### src/rtl/dcache_pkg.sv
// rtl/dcache_pkg.sv - shared types and defaults for the data-cache controller
package dcache_pkg;

  typedef enum logic [1:0] {
    IDLE       = 2'd0,
    WRITE_BACK = 2'd1,
    FILL       = 2'd2,
    UPDATE     = 2'd3
  } state_t;

  localparam int WORDS_PER_LINE_DEF = 4;

endpackage

### src/rtl/beat_counter.sv
// rtl/beat_counter.sv - beat index counter shared by write-back and fill bursts
module beat_counter #(
  parameter int N = 4,
  parameter int W = 2
) (
  input  logic         CLK,
  input  logic         RST,
  input  logic         inc,
  input  logic         clr,
  output logic [W-1:0] count,
  output logic         last
);

  assign last = (count == W'(N - 1));

  // clear wins so the final acked beat returns the counter to zero
  always_ff @(posedge CLK or posedge RST) begin
    if (RST) begin
      count <= '0;
    end else if (clr) begin
      count <= '0;
    end else if (inc) begin
      count <= count + W'(1);
    end
  end

endmodule

### src/rtl/dcache_ctrl_fsm.sv
// rtl/dcache_ctrl_fsm.sv - data-cache hit/miss controller with multi-beat write-back and refill
module dcache_ctrl_fsm
  import dcache_pkg::*;
#(
  parameter int WORDS_PER_LINE = WORDS_PER_LINE_DEF,
  parameter int BEAT_W         = (WORDS_PER_LINE > 1) ? $clog2(WORDS_PER_LINE) : 1
) (
  input  logic              CLK,
  input  logic              RST,
  input  logic              cpu_rd,
  input  logic              cpu_wr,
  input  logic              hit,
  input  logic              dirty,
  input  logic              mem_ack,
  output logic              stall,
  output logic              cache_we,
  output logic              set_dirty,
  output logic              fill_we,
  output logic              tag_we,
  output logic              mem_rd,
  output logic              mem_wr,
  output logic [BEAT_W-1:0] beat_idx
);

  state_t              state;
  state_t              next_state;
  logic                req;
  logic                beat_ack;
  logic                last;
  logic [BEAT_W-1:0]   count;

  logic                stall_c;
  logic                cache_we_c;
  logic                set_dirty_c;
  logic                fill_we_c;
  logic                tag_we_c;
  logic                mem_rd_c;
  logic                mem_wr_c;
  logic [BEAT_W-1:0]   beat_idx_c;

  assign req      = cpu_rd | cpu_wr;
  assign beat_ack = mem_ack & ((state == WRITE_BACK) | (state == FILL));

  beat_counter #(
    .N (WORDS_PER_LINE),
    .W (BEAT_W)
  ) u_beat_counter (
    .CLK   (CLK),
    .RST   (RST),
    .inc   (beat_ack),
    .clr   (beat_ack & last),
    .count (count),
    .last  (last)
  );

  always_ff @(posedge CLK or posedge RST) begin
    if (RST) begin
      state <= IDLE;
    end else begin
      state <= next_state;
    end
  end

  always_comb begin
    next_state  = state;
    stall_c     = 1'b0;
    cache_we_c  = 1'b0;
    set_dirty_c = 1'b0;
    fill_we_c   = 1'b0;
    tag_we_c    = 1'b0;
    mem_rd_c    = 1'b0;
    mem_wr_c    = 1'b0;
    beat_idx_c  = '0;
    case (state)
      IDLE: begin
        if (req) begin
          if (hit) begin
            // a simultaneous load and store resolves as the store
            cache_we_c  = cpu_wr;
            set_dirty_c = cpu_wr;
          end else begin
            stall_c    = 1'b1;
            next_state = dirty ? WRITE_BACK : FILL;
          end
        end
      end
      WRITE_BACK: begin
        stall_c    = 1'b1;
        mem_wr_c   = 1'b1;
        beat_idx_c = count;
        if (mem_ack && last) begin
          next_state = FILL;
        end
      end
      FILL: begin
        stall_c    = 1'b1;
        mem_rd_c   = 1'b1;
        fill_we_c  = mem_ack;
        beat_idx_c = count;
        if (mem_ack && last) begin
          next_state = UPDATE;
        end
      end
      UPDATE: begin
        stall_c    = 1'b1;
        tag_we_c   = 1'b1;
        next_state = IDLE;
      end
      default: begin
        next_state = IDLE;
      end
    endcase
  end

  // Mealy terms would otherwise follow the CPU inputs while reset is held
  assign stall     = stall_c     & ~RST;
  assign cache_we  = cache_we_c  & ~RST;
  assign set_dirty = set_dirty_c & ~RST;
  assign fill_we   = fill_we_c   & ~RST;
  assign tag_we    = tag_we_c    & ~RST;
  assign mem_rd    = mem_rd_c    & ~RST;
  assign mem_wr    = mem_wr_c    & ~RST;
  assign beat_idx  = RST ? '0 : beat_idx_c;

endmodule

### config.mk
export PLATFORM = sky130hd
export DESIGN_NAME = dcache_ctrl_fsm
export DESIGN_NICKNAME = d
export VERILOG_FILES = /design/src/rtl/dcache_pkg.sv /design/src/rtl/beat_counter.sv /design/src/rtl/dcache_ctrl_fsm.sv
export SDC_FILE = /design/constraint.sdc
export NUM_CORES = 1
export LEC_CHECK = 0
export CORE_MARGIN = 4
export CORE_UTILIZATION = 25
export CTS_BUF_LIST = sky130_fd_sc_hd__clkbuf_4
export CTS_CLUSTER_SIZE = 16
export DETAILED_ROUTE_END_ITERATION = 6
export MAX_ROUTING_LAYER = met4
export PLACE_DENSITY = 0.51
export SYNTH_ARGS = -nofsm -noshare
export SYNTH_HDL_FRONTEND = slang
export SYNTH_HIERARCHICAL = 1
export SYNTH_SLANG_ARGS = --single-unit
export TNS_END_PERCENT = 1
### constraint.sdc
create_clock -name CLK -period 1.2 [get_ports CLK]
set_input_delay 0.24 -clock CLK [delete_from_list [all_inputs] [get_ports CLK]]
set_output_delay 0.24 -clock CLK [all_outputs]
set_load 0.02 [all_outputs]
======== After elaboration in Yosys (flattened, before gate mapping) ========
Cells that the tools add are included.
word-level totals
  input port bits ......................... 7
  latch bits .............................. 0
  word-level logic and storage cells ...... 48
  memories ................................ 0
  ROM bits ................................ 0
  memory bits (writable) .................. 0
  bits in registers ....................... 4
operators by class
  div/mod/pow operators ................... 0
  equal/unequal tests ..................... 8
  $mul .................................... 0
  reductions and logical operators ........ 6
  bitwise operators ....................... 11
  $lt $le $gt $ge ......................... 0
  add/sub/neg operators ................... 1
  shifts and indexed selects .............. 0
  multiplexer cells ....................... 20
operators with widths
  operator             count
  $mux 2               9
  $mux 1               9
  $and 1x1->1          8
  $pmux 2 s4           1
  $eq 2x2->1 const B   3
  $ne 2x1->1 const B   2
  $ne 2x2->1 const B   2
  $reduce_and 4->1     1
  $reduce_or 3->1      1
  $add 2x1->2 const B  1
  $eq 2x1->1 const B   1
  $logic_not 2->1      1
  $or 1x1->1           2
  $pmux 1 s2           1
  $reduce_bool 2->1    1
  $reduce_or 2->1      1
  $logic_and 1x1->1    1
  $not 1->1            1

======== Logic depth before layout (Yosys ltp) ========
  depth after elaboration ................. 5
  gate-level depth with buffers ........... 5
  gate-level depth less buffers ........... 5

======== Hierarchy ========
The synthesis kept the hierarchy.
by module, submodules not included
  module           seq. area each (sq um)  times used  cells an instance  area an instance (sq um)
  dcache_ctrl_fsm  50.0                    1           31                 301.5
  beat_counter     50.0                    1           8                  92.6

======== Worst setup path after synthesis ========
Ideal clock, no wire load.
  kind .................................... register to output
  start ................................... register state[0]
  end ..................................... output set_dirty
  data arrival time ....................... 1.147 ns
  path slack .............................. -0.187 ns
  cell stages (with the launch flop) ...... 5
  data required time ...................... 0.960 ns
  cell sequence ........................... dfrtp_1 inv_1 ha_1 and4_2 buf_4
on the way
  word-level cells in the longest chain between the ends .. 3
RTL lines
  what                    RTL line               source
  start, declared         dcache_ctrl_fsm.sv:25  state_t state;
  start signal, assigned  dcache_ctrl_fsm.sv:60  state <= next_state;
  $logic_not 2->1         -
  $mux 1                  -
  $and 1x1->1             -
  end, declared           dcache_ctrl_fsm.sv:17  output logic set_dirty,
Every way passes these cells.

======== Worst setup path after layout ========
  start ................................... register state[1]
  end ..................................... output beat_idx[0]
on the way
  word-level cells in the longest chain between the ends .. 4
RTL lines
  what                                             RTL line                source
  $eq 2x1->1 / $eq 2x2->1 (equally long branches)  dcache_ctrl_fsm.sv:74   case (state)
  $reduce_or 2->1 (no line) *                      -
  $mux 2 *                                         dcache_ctrl_fsm.sv:74
  $mux 2 *                                         dcache_ctrl_fsm.sv:123  assign beat_idx = RST ? '0 : beat_idx_c;
  end, declared                                    dcache_ctrl_fsm.sv:22   output logic [BEAT_W-1:0] beat_idx
Every way passes the cells marked *; elsewhere a longest branch is shown, timed or not.

==> run_results.csv <==
group,metric,value,unit
clock_network,cts_root_buf,"clkbuf_4",
global_routing,grt.overflow.total,0,
floorplanning,io_pins,16,
global_routing,grt_max_degree,6,
pwr,power.leakage,0.372,nW
timing,fin_ws,-0.293,ns
clock_network,clk_pin_slew,0.04,ns
worst_setup_path,critPathKind,"reg -> out",
logic_synthesis,synth_top_area_share,25.4,%
detailed_routing,drc,0,
floorplanning,dieWidth,47.7,um
logic_synthesis,ys_ff_latch,4,
logic_synthesis,synth_edf_count,0,
worst_setup_path,rr_endpoint,"state[0]",
clock_network,cts_tree,"built",
pwr,p_per_area,2440,nW/um2
logic_synthesis,synthArstFlopShare,100,%
floorplanning,die_y,47.7,um
logic_synthesis,ys_top_cells_by_count,"ha_1 (8), inv_1 (5), mux2i_1 (5)",
timing,finalHoldViolCount,0,
worst_setup_path,required,0.96,ns
detailed_routing,wl_per_cell,11.3,um
logic_synthesis,synth_area,394,um2
detailed_routing,vias_per_cell,4.30,
cells_and_area,finish.instance_area,721,um2
flow_run,max_cap_viol_count,0,
logic_synthesis,synth.area.top_cells,"dfrtp_1 (25%), ha_1 (25%), mux2i_1 (13%), and3_1 (6.3%), inv_1 (4.8%)",
logic_synthesis,yosys.area.top_type,"dfrtp_1",
timing,setup_viol_count_final,13,
pwr,peakVddDrop,1.21,mV
worst_setup_path,reg2reg_depth,6,
floorplanning,fp.dieArea,2280,um2
placed_design,gp_congestion,0.747,
logic_synthesis,syn_inst,39,
detailed_routing,vias,370,
placed_design,placed_area,672,um2
worst_setup_path,path_cells,"inv_2 -> ha_4 -> and3_4 -> buf_6",
worst_setup_path,crit_path_end,"beat_idx[0]",
worst_setup_path,slowest_delay,0.37,ns
timing,slew_headroom,90.6,%
global_routing,grt_pass1_vias,404,
detailed_routing,final_antenna_net_count,0,
timing,rsz0062_at_grt,"true",
outcome,status,"finished, violations left",
placed_design,io_buffers,15,
worst_setup_path,crit_family,"flip-flops",
clock_network,hold_buffers,0,
worst_setup_path,cpMaxStageDelayCell,"dfrtp_1",
cells_and_area,area_delta_synth_final,82.9,%
cells_and_area,drive_above_1_share,57.1,%
hold_path,worstHoldPathType,"in -> async",
outcome,violations,"negative setup slack",
timing,fin_crit,1.49,ns
worst_setup_path,regToRegSetupSlack,-0.22,ns
logic_synthesis,synth_fp_nets,54,
clock_network,cts.sinks,4,
logic_synthesis,synth-seq-area-share,25.4,%
clock_network,cts_buffer_depth,2,
cells_and_area,fillCellCount,152,
logic_synthesis,synth_most_common_cell,"ha_1",
worst_setup_path,worstPathMaxFanout,4,
global_routing,grt_first_pass_wirelength,1.67,mm
detailed_routing,drtPass1Iterations,1,
logic_synthesis,yosys.cell_types.count,15,
worst_setup_path,crit_start,"state[1]",
timing,period_share,124,%
worst_setup_path,r2r-start,"state[1]",
timing,fmax,670,MHz
detailed_routing,finalWirelength,972,um
worst_setup_path,worstSetupEndpointType,"primary output",
worst_setup_path,worst-path-stages,4,
worst_setup_path,startpoint_type,"register",
floorplanning,core_area,1510,um2
clock_network,h-tree-depth,1,
timing,slew_viol_final,0,
clock_network,insertion_delay,0.23,ns
global_routing,grt_usage,11.3,%
cells_and_area,final_nets,87,
logic_synthesis,synth-main-ff-cell,"dfrtp_1",
floorplanning,row_count,14,
clock_network,cts_buffers,3,
placed_design,dpl.hpwl,846,um
floorplanning,initial_core_util,26.2,%
cells_and_area,num_antenna_cells,0,
logic_synthesis,ys.warnings.count,6,
pwr,total_power,0.00176,W
worst_setup_path,path_buf_inv,2,
timing,finClkSkew,0.00544,ns
worst_setup_path,cp.arrival,1.25,ns
timing,tightest_slew,0.137,ns
global_routing,antenna_found_initial,0,
detailed_routing,drt_iter0_drc,0,
logic_synthesis,syn_area_per_cell,10.1,um2
[state kept, by name, summed over array words and instances, names as in the netlist]
signal                count
state                     2
u_beat_counter/count      2
[metrics by stage]
stage / util [%] / instances / hold slack, ns / setup slack (ns) / TNS, ns
floorplan: - / 39 / -0.0188 / -0.0746 / -0.238
global placement: 44.6 / 82 / 0.549 / -0.634 / -6.24
detailed placement: 44.6 / 82 / 0.568 / -0.662 / -6.34
CTS: 46.9 / 86 / 0.365 / -0.287 / -3.27
global route: 47.8 / 86 / 0.389 / -0.349 / -3.98
finish: 47.8 / 86 / 0.360 / -0.293 / -3.07
[worst min path at each step]
| stage | endpoint | slack, ns | depth (start not counted) |
|---|---|---|---|
| floorplan | u_beat_counter/count[0] | -0.02 | 1 |
| global placement | u_beat_counter/count[1] | 0.55 | 2 |
| detailed placement | u_beat_counter/count[1] | 0.57 | 2 |
| CTS | u_beat_counter/count[1] | 0.36 | 3 |
| global route | u_beat_counter/count[0] | 0.39 | 3 |
| finish | u_beat_counter/count[1] | 0.36 | 3 |
[worst reg2reg max path: stages (launching register included)]
cell       delay [ns]
dfrtp_1          0.39
buf_6            0.13
ha_2             0.16
buf_4            0.12
a2bb2oi_1        0.14
a21oi_2          0.16
mux2i_1          0.22
[placed cells by master (no fill, tap or decap), drive strengths merged]
cell type and n:
and3 4, inv 5, mux2i 5, and2 1, clkdlybuf4s50 6, a2bb2oi 1
o21bai 1, ha 8, xnor2 1, and4 1, nor2b 3, clkbuf 3
buf 23, a21oi 2, dfrtp 4, nor2 2
[power by group]
part	switching [W]	internal [W]	total (W)	leakage, nW
Sequential	0.0000529	0.000211	0.000264	0.0481
Combinational	0.000568	0.000764	0.00133	0.310
Clock	0.0000541	0.000112	0.000166	0.0138
[timing repair]
item / 4_1_cts / 5_1_grt
buffers inserted: 1 / 0
pin swaps: 1 / 1
setup endpoints to repair: 13 / 13
gates resized for setup: 50 / 5
[cell type report]
type | instances | area (um2) | area share, %
timing repair buffer | 29 | 246 | 34.2
inverter | 5 | 18.8 | 2.60
multi-input combinational | 29 | 313 | 43.4
clock buffer | 3 | 22.5 | 3.13
tap | 16 | 20.0 | 2.78
sequential | 4 | 100 | 13.9
[routing by layer]
metal | vias to the layer above | GRT usage, % | share of wire, %
met5 | - | - | 0
li1 | 191 | - | -
met1 | 166 | 13.4 | 45
met2 | 11 | 16.6 | 46
met3 | 2 | 2.26 | 7.6
met4 | 0 | 8.06 | 1.4
[logic make-up after synthesis]
| kind of cell | Yosys count | synth area share, % |
|---|---|---|
| AOI/OAI and AO/OA | 4 | 10.5 |
| xor gates and xnor gates | 1 | 2.22 |
| adders and majority gates | 8 | 25.4 |
| buffers and inverters | 6 | 6.67 |
| DFF | 4 | 25.4 |
| muxes | 5 | 12.7 |
| and+or+nand+nor | 11 | 17.1 |
Power figures use the tool's default switching activity.
